==> config.mk <==
export PLATFORM = sky130hd
export DESIGN_NAME = cache_invalidate_hub
export DESIGN_NICKNAME = d
export VERILOG_FILES = /design/src/rtl/cache_invalidate_hub.sv
export SDC_FILE = /design/constraint.sdc
export NUM_CORES = 1
export LEC_CHECK = 0
export BUFFER_PORTS_ARGS = -buffer_cell sky130_fd_sc_hd__buf_2
export CAP_MARGIN = 5
export CORE_UTILIZATION = 51
export DETAILED_ROUTE_END_ITERATION = 8
export GPL_TIMING_DRIVEN = 0
export HOLD_SLACK_MARGIN = 0.05
export PLACE_DENSITY = 0.71
export SLEW_MARGIN = 5
export SYNTH_ARGS = -nofsm -noshare
export SYNTH_HDL_FRONTEND = slang
export SYNTH_SLANG_ARGS = --single-unit
==> constraint.sdc <==
create_clock -name clock -period 5.7 [get_ports clock]
set_input_delay 0.57 -clock clock [delete_from_list [all_inputs] [get_ports clock]]
set_output_delay 0.57 -clock clock [all_outputs]
set_load 0.005 [all_outputs]
==> src/rtl/cache_invalidate_hub.sv <==
// Write-invalidate broadcast hub: one round-robin-granted writer per cycle is
// fanned out to the invalidate FIFO of every other cache.
module cache_invalidate_hub #(
  parameter int NUM_CACHES = 2,
  parameter int ADDR_WIDTH = 16,
  parameter int FIFO_DEPTH = 4
) (
  input  logic                             clock,
  input  logic                             reset,
  input  logic [NUM_CACHES-1:0]            change_valid,
  input  logic [NUM_CACHES*ADDR_WIDTH-1:0] change_addr,
  output logic [NUM_CACHES-1:0]            change_ready,
  output logic [NUM_CACHES-1:0]            inv_valid,
  output logic [NUM_CACHES*ADDR_WIDTH-1:0] inv_addr,
  input  logic [NUM_CACHES-1:0]            inv_ready,
  output logic                             busy
);

  localparam int PTR_W = $clog2(FIFO_DEPTH);
  localparam int CNT_W = PTR_W + 1;
  localparam int IDX_W = $clog2(NUM_CACHES);
  localparam logic [CNT_W-1:0] FULL_CNT = CNT_W'(FIFO_DEPTH);
  localparam logic [IDX_W-1:0] LAST_IDX = IDX_W'(NUM_CACHES - 1);

  logic [ADDR_WIDTH-1:0] mem    [NUM_CACHES][FIFO_DEPTH];
  logic [PTR_W-1:0]      rd_ptr [NUM_CACHES];
  logic [PTR_W-1:0]      wr_ptr [NUM_CACHES];
  logic [CNT_W-1:0]      count  [NUM_CACHES];
  logic [IDX_W-1:0]      rr_ptr;

  logic [NUM_CACHES-1:0] full;
  logic [NUM_CACHES-1:0] eligible;
  logic [NUM_CACHES-1:0] push;
  logic [NUM_CACHES-1:0] pop;
  logic                  grant_any;
  logic [IDX_W-1:0]      grant_idx;
  logic [ADDR_WIDTH-1:0] grant_addr;
  int                    cand;

  // A source is eligible only if every other queue has room; the registered
  // count is used, so a pop this cycle cannot unblock a writer until next cycle.
  always_comb begin
    // NOTE: every combinational output gets a default first so no path can
    // leave it unassigned and infer a latch.
    full     = '0;
    eligible = '0;
    for (int j = 0; j < NUM_CACHES; j++) begin
      full[j] = (count[j] == FULL_CNT);
    end
    for (int i = 0; i < NUM_CACHES; i++) begin
      eligible[i] = change_valid[i];
      for (int j = 0; j < NUM_CACHES; j++) begin
        if (j != i && full[j]) eligible[i] = 1'b0;
      end
    end
  end

  always_comb begin
    grant_any = 1'b0;
    grant_idx = '0;
    cand      = 0;
    // NOTE: blocking assignments here are intentional; grant_any must be seen
    // updated by later loop iterations to keep only the first hit.
    for (int k = 0; k < NUM_CACHES; k++) begin
      cand = int'(rr_ptr) + k;
      if (cand >= NUM_CACHES) cand = cand - NUM_CACHES;
      if (!grant_any && eligible[cand]) begin
        grant_any = 1'b1;
        grant_idx = IDX_W'(cand);
      end
    end
  end

  assign grant_addr = change_addr[int'(grant_idx)*ADDR_WIDTH +: ADDR_WIDTH];

  always_comb begin
    change_ready = '0;
    push         = '0;
    pop          = '0;
    inv_valid    = '0;
    inv_addr     = '0;
    // Gated with reset so no accept is advertised while the block is held.
    if (grant_any && reset) change_ready[grant_idx] = 1'b1;
    for (int j = 0; j < NUM_CACHES; j++) begin
      push[j]      = grant_any && (grant_idx != IDX_W'(j));
      inv_valid[j] = (count[j] != '0);
      pop[j]       = inv_valid[j] && inv_ready[j];
      if (inv_valid[j]) inv_addr[j*ADDR_WIDTH +: ADDR_WIDTH] = mem[j][rd_ptr[j]];
    end
  end

  assign busy = |inv_valid;

  always_ff @(posedge clock or negedge reset) begin
    if (!reset) begin
      rr_ptr <= '0;
      for (int j = 0; j < NUM_CACHES; j++) begin
        rd_ptr[j] <= '0;
        wr_ptr[j] <= '0;
        count[j]  <= '0;
      end
    end else begin
      if (grant_any) rr_ptr <= (grant_idx == LAST_IDX) ? '0 : grant_idx + IDX_W'(1);
      for (int j = 0; j < NUM_CACHES; j++) begin
        if (push[j]) wr_ptr[j] <= wr_ptr[j] + PTR_W'(1);
        if (pop[j])  rd_ptr[j] <= rd_ptr[j] + PTR_W'(1);
        case ({push[j], pop[j]})
          2'b10:   count[j] <= count[j] + CNT_W'(1);
          2'b01:   count[j] <= count[j] - CNT_W'(1);
          default: ;
        endcase
      end
    end
  end

  // NOTE: storage is deliberately not reset; an entry is only visible through
  // inv_addr while its count is non-zero, and counts are reset.
  always_ff @(posedge clock) begin
    for (int j = 0; j < NUM_CACHES; j++) begin
      if (push[j]) mem[j][wr_ptr[j]] <= grant_addr;
    end
  end

endmodule

# Yosys cells after proc, flatten, opt, wreduce, memory -nomap -nowiden

Memories as Yosys holds them, arrays and structs flattened.
Index checks and enable logic that the tools add are counted.

Add/subtract/negate cells: 12
$mul: 0
Divide/modulo/power cells: 0
Order comparisons: 12
Equality and inequality tests: 6
Shifts and indexed selects: 1
Muxes and demuxes: 39
Bitwise logic cells: 5
Reduce and logical (&&, ||, !) cells: 16

Operator list:

| cell                                                                  | count |
|---|---|
| 64-bit 2-to-1 mux                                                     | 4 |
| 16-bit 2-to-1 mux                                                     | 8 |
| 16-bit binary-select mux with 2-bit select                            | 2 |
| 16-bit demux with 2-bit select                                        | 2 |
| 32-bit by 3-bit < comparator with 1-bit output, second input constant | 2 |
| 32-bit 2-to-1 mux                                                     | 2 |
| 64-bit OR reduction                                                   | 1 |
| 32-bit by 6-bit variable part select with 16-bit output               | 1 |
| 1-bit 2-to-1 mux                                                      | 17 |
| 3-bit >= comparator, second input constant                            | 4 |
| 2-bit inverter with 3-bit output                                      | 4 |
| 3-bit case mux with 2 select lines                                    | 2 |
| 1-bit logical AND                                                     | 9 |
| 2-bit by 1-bit adder with 2-bit output, second input constant         | 4 |
| 3-bit by 1-bit adder with 3-bit output, second input constant         | 2 |
| 3-bit equality test, second input constant                            | 2 |
| 3-bit by 1-bit < comparator with 1-bit output, second input constant  | 2 |
| 3-bit nonzero test                                                    | 2 |
| 3-bit by 1-bit subtractor with 3-bit output, second input constant    | 2 |
| 2-bit by 1-bit equality test with 1-bit output, second input constant | 2 |
| 2-bit equality test, second input constant                            | 2 |
| 2-bit nonzero test                                                    | 2 |
| 1-bit by 2-bit subtractor with 3-bit output, second input constant    | 1 |
| 2-bit by 2-bit subtractor with 3-bit output, second input constant    | 1 |
| 11 further kinds                                                      | 11 |

Bits in registers: 15
Bits in latches: 0
Bits in writable memories: 128
Memory bits (read-only): 0
Input port bits: 38
Output and inout bits: 37
Logic and storage cells: 99
Memories: 1

Memories:

| memory | words | width | rd ports | clocked after Yosys merged registers in | wr ports | line | text |
|---|---|---|---|---|---|---|---|
| mem    | 2     | 64    | 2        | 0                                       | 1        | 25   | `logic [ADDR_WIDTH-1:0] mem [NUM_CACHES][FIFO_DEPTH];` |

# Longest topological paths before layout

Gate-level depths: netlist of run 1.

Word-level depth: 15
Gate-level depth with buffers: 9
Depth with buffers taken out: 9

# Worst setup path before layout of run 1

Ideal clock, no wire load.

Kind: input to register
Start: input change_valid[0]
End: register count[5] in the netlist's numbering
Setup time: 0.079 ns
Data arrival time: 2.313 ns
Data required time: 5.621 ns
Path slack: 3.308 ns
Stages on the path: 9
Buffers on the path: 1
Path through: inv_1 -> o311ai_2 -> buf_4 -> ha_1 -> inv_1 -> fa_1 -> xor2_1 -> nor2_1 -> xor2_1

Longest elaborated chain between the ends: 11
Elaborated cells on any way between the ends: 18
Those cells by class: 2 x eq/ne; 12 x mux; 4 x reduce/logical

Ends and longest elaborated chain:

| element                                                                                      | line | text |
|---|---|---|
| start: declaration                                                                           | 10   | `input logic [NUM_CACHES-1:0] change_valid,` |
| 1-bit 2-to-1 mux (*)                                                                         | 53   | `if (j != i && full[j]) eligible[i] = 1'b0;` |
| 1-bit 2-to-1 mux (not written as such) (3 in a row)                                          | 67   | `if (!grant_any && eligible[cand]) begin` |
| 1-bit 2-to-1 mux                                                                             | 67   |  |
| 1-bit logical NOT                                                                            | 67   |  |
| 1-bit logical AND                                                                            | 67   |  |
| 1-bit 2-to-1 mux                                                                             | 67   |  |
| 1-bit logical AND (*)                                                                        | 85   | `push[j] = grant_any && (grant_idx != IDX_W'(j));` |
| 2-bit by 1-bit equality test with 1-bit output / 2-bit equality test (equally long branches) | 107  | `case ({push[j], pop[j]})` |
| 3-bit case mux with 2 select lines / 2-bit nonzero test (equally long branches)              | n/a  |  |
| end signal: indexed assignment                                                               | 108  | `2'b10: count[j] <= count[j] + CNT_W'(1);` |
| end signal: indexed assignment                                                               | 109  | `2'b01: count[j] <= count[j] - CNT_W'(1);` |
| end: declaration                                                                             | 28   | `logic [CNT_W-1:0] count [NUM_CACHES];` |

Every way passes the cells marked *; elsewhere a longest branch is shown, timed or not. The select of a mux whose other input is x is not followed.
A chain may end at the register's enable or synchronous reset.

# Worst setup path in the final report of run 1

Start: register count[2] in the netlist's numbering
End: register count[5] in the netlist's numbering

Longest elaborated chain between the ends: 12
Elaborated cells on any way between the ends: 19
Those cells by class: 3 x eq/ne; 12 x mux; 4 x reduce/logical

Ends and longest elaborated chain:

| element                                                                                      | line | text |
|---|---|---|
| 3-bit equality test (*)                                                                      | 48   | `full[j] = (count[j] == FULL_CNT);` |
| 1-bit 2-to-1 mux (*)                                                                         | 53   |  |
| 1-bit 2-to-1 mux (not written as such) (3 in a row)                                          | 67   |  |
| 1-bit 2-to-1 mux                                                                             | 67   |  |
| 1-bit logical NOT                                                                            | 67   |  |
| 1-bit logical AND                                                                            | 67   |  |
| 1-bit 2-to-1 mux                                                                             | 67   |  |
| 1-bit logical AND (*)                                                                        | 85   |  |
| 2-bit by 1-bit equality test with 1-bit output / 2-bit equality test (equally long branches) | 107  |  |
| 3-bit case mux with 2 select lines / 2-bit nonzero test (equally long branches)              | n/a  |  |

Marked as above.

==> results of run 1 <==
[logic make-up (layout without fill, tap and decap cells)]
logic type,count (synthesis),after routing,synth area share
flip-flops,143,143,0.708
AND/OR/NAND/NOR,56,56,0.0575
multiplexers,51,51,0.157
buffers and inverters,31,141,0.0229
adder cells (fa/ha/maj),12,12,0.0277
XOR/XNOR,12,12,0.0176
AO/OA/AOI/OAI,4,4,0.00924
[cells in the final DEF (no fill, tap or decap), types with 4 or more instances in the layout]
cell type,instances
nor2_1,4
edfxtp_1,128
buf_4,4
and2_2,5
buf_2,78
nor2_2,4
clkbuf_16,17
clkbuf_1,11
dfrtp_1,15
mux2_2,17
ha_1,10
mux4_2,32
and2_1,34
xor2_1,6
clkinv_2,4
buf_8,4
inv_1,17
xnor2_1,6
[routing by layer]
layer,global-route usage,vias up,share of wire
met1,0.237,1580,0.39
met4,0.0686,0,0.013
li1,-,1375,-
met3,0.0470,13,0.049
met2,0.352,70,0.55
met5,0,-,0
[state kept, by name, summed over array words and instances, names as in the netlist]
register  cells
count         6
mem         128
rr_ptr        1
rd_ptr        4
wr_ptr        4
[cell usage after synthesis]
cell,number,area (µm²)
or3b_4,1,11.3
and2_1,34,213
or3_1,1,6.26
edfxtp_1,128,3840
mux2i_1,1,10.0
mux2_2,17,191
ha_1,10,125
mux4_2,32,721
xnor2_1,6,52.6
o21ai_0,1,5.00
buf_4,4,30.0
dfrtp_1,15,375
nand2_1,1,3.75
nand3_1,3,15.0
or3_2,1,7.51
or2_2,1,6.26
inv_1,17,63.8
o21a_1,1,7.51
xor2_1,6,52.6
fa_1,2,40.0
a311oi_4,1,26.3
o311ai_2,1,16.3
and2_2,5,37.5
nor3b_2,1,12.5
buf_2,4,20.0
mux2_4,1,15.0
clkbuf_1,6,22.5
nor2_1,8,30.0
[worst reg2reg max path, cell delays in order (launching register included)]
cell      delay [ns]
dfrtp_1         0.40
nor3b_2         0.20
o311ai_2        0.61
buf_4           0.35
ha_1            0.23
inv_1           0.07
fa_1            0.39
xor2_1          0.16
nor2_1          0.12
xor2_1          0.15
[layout make-up]
type / instances / area, µm² / share of cell area
Multi-Input combinational cell: 135 / 1620 / 0.225
Tap cell: 143 / 179 / 0.0249
Sequential cell: 143 / 4220 / 0.588
Timing Repair Buffer: 78 / 430 / 0.0600
Clock inverter: 7 / 110 / 0.0153
Inverter: 17 / 63.8 / 0.00889
Buffer: 14 / 72.6 / 0.0101
Clock buffer: 25 / 485 / 0.0677
[worst max-delay path by stage]
stage	slack (ns)	end	depth (start not counted)	start
2_1_floorplan	3.31	count[5]$_DFFE_PN0P_	9	change_valid[0]
5_1_grt	2.80	count[5]$_DFFE_PN0P_	9	count[2]$_DFFE_PN0P_
3_5_place_dp	2.75	count[5]$_DFFE_PN0P_	10	change_valid[0]
6_report	2.95	count[5]$_DFFE_PN0P_	9	count[2]$_DFFE_PN0P_
3_3_place_gp	2.75	mem[0][0]$_DFFE_PP_	5	change_valid[0]
4_1_cts	2.93	count[5]$_DFFE_PN0P_	9	count[2]$_DFFE_PN0P_
[power breakdown]
part           switching [µW]  internal (µW)
logic                     658            662
registers                83.8           1450
clock network             380            721
total                    1120           2830
[through the flow]
| stage | setup WS (ns) | instance area [µm²] | util | hold WS, ns |
|---|---|---|---|---|
| finish | 2.95 | 7180 | 0.628 | 0.0892 |
| global route | 2.80 | 7180 | 0.628 | 0.108 |
| CTS | 2.93 | 7180 | 0.628 | 0.0884 |
| detailed placement | 2.75 | 6580 | 0.576 | 0.469 |
| global placement | 2.75 | 6510 | 0.570 | 0.466 |
| floorplan | 3.31 | 5960 | - | 0.274 |
==> results.sh, run 1 <==
export IMPL_drive_above_1_share=0.425
export IMPL_status="completed"
export IMPL_cellPowerDensity_nw_per_um2=551
export IMPL_cts_tree="done"
export IMPL_syn_area_um2=5960
export IMPL_rows=39
export IMPL_ctsHoldBuffers=0
export IMPL_dr_first_iter_drc_count=141
export IMPL_required_ns=6.02
export IMPL_grt_total_usage=0.198
export IMPL_root_buffer="clkbuf_16"
export IMPL_endpoint_kind="flip-flop"
export IMPL_grt_overflow_total=0
export IMPL_clock_skew_ns=0.00871
export IMPL_min_path_type="in -> async"
export IMPL_dieArea_um2=12100
export IMPL_tns_ns=0
export IMPL_dieHeight_um=110
export IMPL_setup_viol=0
export IMPL_cts_buffers=17
export IMPL_drcViolationCount=0
export IMPL_yosysWarnings=0
export IMPL_crit_fanout=10
export IMPL_fin_cells=562
export IMPL_final_hold_violation_count=0
export IMPL_wl_per_cell_um=19.4
export IMPL_finalCriticalPeriod_ns=2.75
export IMPL_core_area_um2=11400
export IMPL_area_growth_syn_to_layout_pct=20.4
export IMPL_vdd_drop_max_v=0.000321
export IMPL_ant_nets=0
export IMPL_leakage_uw=0.00264
export IMPL_die_w_um=110
export IMPL_cts_setup_buffers=0
export IMPL_fillCellCount=840
export IMPL_start_util=0.522
export IMPL_port_buffers=74
export IMPL_grt_pass1_vias=3173
export IMPL_grt_pass1_wl_um=16700
export IMPL_vias=3038
export IMPL_cp_num_buf_inv=2
export IMPL_slowest_delay_ns=0.60
export IMPL_slowest_stage="o311ai_2"
export IMPL_reg2regPathDepth=9
export IMPL_io_pins=75
export IMPL_cts_sinks=143
export IMPL_grt_max_degree=18
export IMPL_fin_nets=456
export IMPL_ys_seq_area_frac=0.708
export IMPL_r2r_slack_ns=2.95
export IMPL_regToRegStartpoint="count[2]$_DFFE_PN0P_"
export IMPL_syn_area_per_cell_um2=19.3
export IMPL_relSlewSlack=0.527
export IMPL_clockBufferDepth=2
export IMPL_critical_path_top_delay_family="adder cells"
export IMPL_yosys_cell_types_count=28
export IMPL_crit_chain="nor3b_2 -> o311ai_2 -> buf_4 -> ha_1 -> inv_1 -> fa_1 -> xor2_1 -> nor2_1 -> xor2_1"
export IMPL_post_cts_resized=0
export IMPL_place_congestion=0.737
export IMPL_fmax_mhz=363
export IMPL_worstPathArrival_ns=3.08
export IMPL_maxSlewViolCount=0
export IMPL_drv_cap=0
export IMPL_drt_vias_per_instance=5.41
export IMPL_ys_ff_latch=143
export IMPL_dp_cells=530
export IMPL_hpwl_um=7200
export IMPL_routed_wl_um=10900
export IMPL_antennaDiodeCount=0
export IMPL_clk_pin_slew_ns=0.06
export IMPL_fin_crit_sh=0.483
export IMPL_insertion_delay_ns=0.41
export IMPL_syn_nets=359
export IMPL_synthCells=309
export IMPL_r2r_end="count[5]$_DFFE_PN0P_"
export IMPL_p_total_uw=3960
export IMPL_grt_setup_unrepaired="no"
export IMPL_grt_antenna_before_repair=0
export IMPL_crit_type="reg -> reg"
export IMPL_dr_pass1_iters=4
export IMPL_cp_common_cell="xor2_1"
export IMPL_cts_max_level=4
export IMPL_tightest_slew_ns=0.708
export IMPL_start_kind="flip-flop"
No activity file was read; power rests on OpenSTA's default activity.
==> run 2, diff against run 1 <==
- ABC_AREA: not set -> 1
- PLACE_DENSITY: 0.71 -> 0.73
- clock period: 5.7 -> 2.3 ns (I/O delays scaled with it)
==> results.sh, run 2 <==
export IMPL_synthFlopType="edfxtp_1"
export IMPL_grt_total_usage=0.241
export IMPL_crit_chain="nor2_4 -> nand2_1 -> nand2_1 -> inv_1 -> ha_1 -> inv_1 -> fa_1 -> or2_2 -> nand2_1 -> xor2_1"
export IMPL_crit_fanout=3
export IMPL_p_comb_frac=0.377
export IMPL_violations="design-rule violations"
export IMPL_insertion_delay_ns=0.42
export IMPL_synth_most_common_cell="nor2_1"
export IMPL_slowest_delay_ns=0.43
export IMPL_drt_vias_per_instance=5.44
export IMPL_syn_area_per_cell_um2=11.3
export IMPL_p_total_uw=10700
export IMPL_grt_overflow_total=0
export IMPL_async_reset_ff_frac=0.105
export IMPL_relSlewSlack=0.360
export IMPL_clk_pin_slew_ns=0.06
export IMPL_fin_crit_sh=0.943
export IMPL_cp_num_buf_inv=2
export IMPL_port_buffers=74
export IMPL_whs_ns=0.139
export IMPL_cts_tree="done"
export IMPL_status="complete, but fails checks"
export IMPL_final_cell_mix="nor2_1, edfxtp_1, buf_2"
export IMPL_yosys_cell_types_count=26
export IMPL_ys_seq_area_frac=0.685
export IMPL_grt_pass1_wl_um=22100
export IMPL_clockBufferDepth=2
export IMPL_dieHeight_um=112
export IMPL_synth_edf_count=128
export IMPL_area_growth_syn_to_layout_pct=19.7
export IMPL_worstPathArrival_ns=2.50
export IMPL_antennaDiodeCount=0
export IMPL_synth_xor_area_frac=0.00853
export IMPL_ant_nets=0
export IMPL_vias=4329
export IMPL_dr_pass1_iters=8
export IMPL_p_clk_frac=0.260
export IMPL_fmax_mhz=461
export IMPL_cp_common_cell="nand2_1"
export IMPL_finalCriticalPeriod_ns=2.17
export IMPL_final_hold_violation_count=0
export IMPL_p_switching_uw=3830
export IMPL_hpwl_um=9380
export IMPL_yosysTopAreaCell="edfxtp_1"
export IMPL_fillCellCount=879
export IMPL_maxSlewViolCount=0
export IMPL_start_util=0.531
export IMPL_fin_area_um2=7380
export IMPL_final_core_util=0.635
export IMPL_synth_simple_gate_area_share=0.142
export IMPL_critical_path_top_delay_family="simple AND/OR/NAND/NOR gates"
export IMPL_final_common_cell="nor2_1"
export IMPL_syn_nets=595
export IMPL_min_path_type="in -> reg"
export IMPL_netlist_top_cells_count="nor2_1, edfxtp_1, o21ai_0, nand2_1, a21oi_1"
export IMPL_dr_first_iter_drc_count=442
export IMPL_grt_max_degree=17
export IMPL_synthCells=545
export IMPL_drcViolationCount=7
export IMPL_swShare=0.357
export IMPL_cts_buffers=17
export IMPL_yosys_mux_area_fraction=0
export IMPL_largest_reg_flops=128
export IMPL_grt_pass1_vias=4241
export IMPL_synth_top_family_by_area="simple AND/OR/NAND/NOR gates"
export IMPL_dpl_instance_area_um2=6730
export IMPL_start_kind="flip-flop"
export IMPL_dp_cells=762
export IMPL_synth_top_area_share=0.624
export IMPL_yosysWarnings=0
export IMPL_cts_max_level=4
export IMPL_dieArea_um2=12500
export IMPL_fin_nets=690
export IMPL_sequentialPowerShare=0.363
export IMPL_drv_cap=0
export IMPL_drive_above_1_share=0.233
export IMPL_clock_skew_ns=0.00527
export IMPL_synth_compound_area_frac=0.0867
export IMPL_routed_wl_um=14200
export IMPL_syn_area_um2=6160
export IMPL_place_congestion=0.797
export IMPL_slowest_stage="dfrtp_1"
export IMPL_cts_sinks=143
export IMPL_synthAdderAreaFrac=0.0268
export IMPL_ys_ff_latch=143
export IMPL_p_int_uw=6900
export IMPL_rows=39
export IMPL_setup_viol=0
export IMPL_core_area_um2=11600
export IMPL_leakage_uw=0.00293
export IMPL_crit_type="reg -> reg"
export IMPL_root_buffer="clkbuf_16"
export IMPL_grt_setup_unrepaired="no"
export IMPL_tightest_slew_ns=0.959
export IMPL_cellPowerDensity_nw_per_um2=1450
export IMPL_fin_cells=796
export IMPL_io_pins=75
export IMPL_wl_per_cell_um=17.8
export IMPL_required_ns=2.63
export IMPL_vdd_drop_max_v=0.000637
export IMPL_endpoint_kind="flip-flop"
export IMPL_die_w_um=112
export IMPL_synth_area_top_cells="edfxtp_1, nor2_1, dfrtp_1"
export IMPL_grt_antenna_before_repair=0
## run 2: worst paths after layout
kind / start / end / depth (start not counted) / slack, ns
min in group asynchronous: reset / count[4]$_DFFE_PN0P_ / 2 / 0.29
max: count[4]$_DFFE_PN0P_ / count[5]$_DFFE_PN0P_ / 10 / 0.13
max reg2reg: count[4]$_DFFE_PN0P_ / count[5]$_DFFE_PN0P_ / 10 / 0.13
min: inv_ready[0] / rd_ptr[2]$_DFFE_PN0P_ / 3 / 0.14
min reg2reg: count[0]$_DFFE_PN0P_ / count[0]$_DFFE_PN0P_ / 1 / 0.52
max in group asynchronous: reset / count[0]$_DFFE_PN0P_ / 2 / 1.68
## run 2: metal layers
layer / GRT usage / wire (µm) / vias to the layer above
met2: 0.393 / 6890 / 203
met4: 0.0960 / 273 / 0
li1: - / - / 2054
met5: 0 / 0 / -
met3: 0.0479 / 1050 / 23
met1: 0.320 / 6000 / 2049
## run 2: power by group through the flow
stage	clock (µW)	sequential (µW)	combinational, µW
2_1_floorplan	0	3860	2510
3_3_place_gp	0	3890	3820
3_5_place_dp	0	3920	3980
4_1_cts	2820	3870	4020
5_1_grt	2930	3940	4520
6_report	2790	3890	4040
## run 2: worst reg2reg max path: stages (launching register included)
cell	delay (ns)
dfrtp_1	0.43
nor2_4	0.07
nand2_1	0.17
nand2_1	0.13
inv_1	0.15
ha_1	0.17
inv_1	0.07
fa_1	0.37
or2_2	0.30
nand2_1	0.08
xor2_1	0.15
## run 2: cell type report
cell class | instances | area [µm²] | area share
buffer | 28 | 206 | 0.0280
timing repair buffer | 76 | 388 | 0.0526
multi-input combinational | 344 | 1670 | 0.226
sequential | 143 | 4220 | 0.572
clock inverter | 13 | 170 | 0.0231
clock buffer | 19 | 433 | 0.0587
tap | 143 | 179 | 0.0242
inverter | 30 | 113 | 0.0153
## run 2: per-stage QoR
step	TNS, ns	setup WS [ns]
global placement	-26.00	-0.252
floorplan	0	0.302
CTS	0	0.0484
detailed placement	0	0.0716
finish	0	0.132
global route	0	0.00412
## run 2: cell families after synthesis
logic type               Yosys count
flip-flops                       143
adder cells (fa/ha/maj)           12
AO/OA/AOI/OAI                    105
buffers and inverters             58
AND/OR/NAND/NOR                  221
XOR/XNOR                           6
## run 2: repair_timing
item | in CTS | in global routing
hold buffers | 1 | 0
gates resized for setup | 0 | 7
setup endpoints to repair | 0 | 101
buffers inserted | 0 | 1
hold endpoints to repair | 15 | 0
==> run 3, diff against run 2 <==
- ABC_AREA: 1 -> not set
==> results.sh, run 3 (synthesis results as in run 1) <==
export IMPL_min_path_type="in -> reg"
export IMPL_hpwl_um=7010
export IMPL_grt_max_degree=18
export IMPL_grt_pass1_wl_um=16300
export IMPL_fmax_mhz=434
export IMPL_dr_first_iter_drc_count=175
export IMPL_grt_overflow_total=0
export IMPL_clockBufferDepth=2
export IMPL_fin_crit_sh=1.00
export IMPL_final_cell_mix="edfxtp_1, buf_2, and2_1"
export IMPL_violations="negative setup slack"
export IMPL_relSlewSlack=0.680
export IMPL_fillCellCount=829
export IMPL_fin_nets=461
export IMPL_wl_met2_um=5690
export IMPL_top_layer="met4"
export IMPL_regToRegStartpoint="count[3]$_DFFE_PN0P_"
export IMPL_root_buffer="clkbuf_16"
export IMPL_setup_viol=1
export IMPL_place_congestion=0.675
export IMPL_finalCriticalPeriod_ns=2.30
export IMPL_r2r_slack_ns=0.01
export IMPL_insertion_delay_ns=0.42
export IMPL_multi_input_comb_area_um2=1640
export IMPL_drcViolationCount=0
export IMPL_dp_cells=530
export IMPL_grt_setup_unrepaired="yes"
export IMPL_routed_wl_um=11000
export IMPL_clock_skew_ns=0.00910
export IMPL_vdd_drop_max_v=0.000685
export IMPL_port_buffers=74
export IMPL_register_area_um2=4220
export IMPL_vias=3033
export IMPL_routed_wl_met3_um=426
export IMPL_whs_ns=0.111
export IMPL_maxSlewViolCount=0
export IMPL_ant_nets=0
export IMPL_io_pins=75
export IMPL_dr_pass1_iters=4
export IMPL_cts_sinks=143
export IMPL_tightest_slew_ns=0.480
export IMPL_wl_met1_um=4640
export IMPL_area_growth_syn_to_layout_pct=21.9
export IMPL_r2r_end="count[5]$_DFFE_PN0P_"
export IMPL_grt_total_usage=0.195
export IMPL_start_util=0.522
export IMPL_final_hold_violation_count=0
export IMPL_dieArea_um2=12100
export IMPL_largest_reg_flops=128
export IMPL_crit_type="reg -> out"
export IMPL_core_area_um2=11400
export IMPL_endpoint_kind="output pin"
export IMPL_clk_pin_slew_ns=0.06
export IMPL_die_w_um=110
export IMPL_hold_end="rd_ptr[1]$_DFFE_PN0P_"
export IMPL_antennaDiodeCount=0
export IMPL_required_ns=2.07
export IMPL_rows=39
export IMPL_hold_start="inv_ready[1]"
export IMPL_fin_cells=567
export IMPL_final_common_cell="edfxtp_1"
export IMPL_cellPowerDensity_nw_per_um2=1360
export IMPL_start_kind="flip-flop"
export IMPL_dieHeight_um=110
export IMPL_min_path_cells=3
export IMPL_cts_buffers=17
export IMPL_grt_antenna_before_repair=0
export IMPL_setup_slack_ns=-0.00408
export IMPL_cts_tree="done"
export IMPL_drv_cap=0
export IMPL_reg2regPathDepth=9
export IMPL_crit_fanout=4
export IMPL_cts_max_level=4
export IMPL_worstPathArrival_ns=2.07
export IMPL_grt_pass1_vias=3029
export IMPL_drive_above_1_share=0.450
export IMPL_wl_per_cell_um=19.3
export IMPL_status="complete, but fails checks"
export IMPL_drt_vias_per_instance=5.35
export IMPL_leakage_uw=0.00267
[run 3: cell count changes in the layout (fill, tap and decap cells not counted), moves of 7 or more]
| cell | delta |
|---|---|
| nor2_1 | -126 |
| o21ai_0 | -61 |
| nand2_1 | -51 |
| a21oi_1 | -34 |
| and2_1 | +34 |
| mux4_2 | +32 |
| nand3_1 | -20 |
| mux2_2 | +17 |
| buf_2 | -9 |
| inv_1 | -9 |
| o21ai_1 | -7 |
[run 3: what timing repair did]
item,CTS,global route
gates resized for setup,5,13
setup endpoints to repair,33,19
hold endpoints to repair,15,0
pin swaps,2,3
buffers inserted,2,5
gates cloned,0,0
hold buffers,1,0
[run 3: final cells by class]
cell class	count	share of cell area
plain buffers	11	0.0119
clock buffers	19	0.0596
clock inverters	13	0.0201
inverters	17	0.00878
multi-input cells	135	0.226
flip-flops and latches	143	0.581
well taps	143	0.0246
repair buffers	86	0.0682
[run 3: power breakdown]
part	switching, µW	internal (µW)	leakage, µW
combinational	1630	1760	0.00105
clock	977	1680	0.000281
sequential	266	3600	0.00134
total	2870	7040	0.00267
[run 3: worst max path at each step]
stage | endpoint | slack [ns] | cells after the start | start
after detailed placement | count[5]$_DFFE_PN0P_ | -0.42 | 9 | count[2]$_DFFE_PN0P_
after global routing | change_ready[0] | -0.08 | 5 | count[3]$_DFFE_PN0P_
final | change_ready[0] | -0.004 | 5 | count[3]$_DFFE_PN0P_
after CTS | count[5]$_DFFE_PN0P_ | -0.11 | 9 | count[4]$_DFFE_PN0P_
after global placement | mem[0][55]$_DFFE_PP_ | -0.65 | 4 | count[0]$_DFFE_PN0P_
after floorplan | count[5]$_DFFE_PN0P_ | 0.05 | 9 | count[4]$_DFFE_PN0P_
[run 3: routing by layer]
metal / GRT usage / up-vias
li1: - / 1384
met1: 0.250 / 1559
met2: 0.324 / 69
met3: 0.0429 / 21
met4: 0.0827 / 0
met5: 0 / -
[run 3: per-stage QoR]
stage                util  setup slack [ns]  setup TNS, ns  instance area (µm²)  total power [µW]
floorplan               -            0.0471              0                 5960              6000
global placement    0.570            -0.647         -41.00                 6510              6980
detailed placement  0.576            -0.425          -1.57                 6580              7150
CTS                 0.630            -0.107         -0.107                 7190              9890
global route        0.636           -0.0826          -1.01                 7270             10400
finish              0.636          -0.00408       -0.00408                 7270              9910
[run 3: worst max-delay path: stages, from the launching register on]
cell      delay [ns]
dfrtp_1         0.41
or3b_4          0.47
a311oi_4        0.37
buf_4           0.19
and2_4          0.14
buf_6           0.08
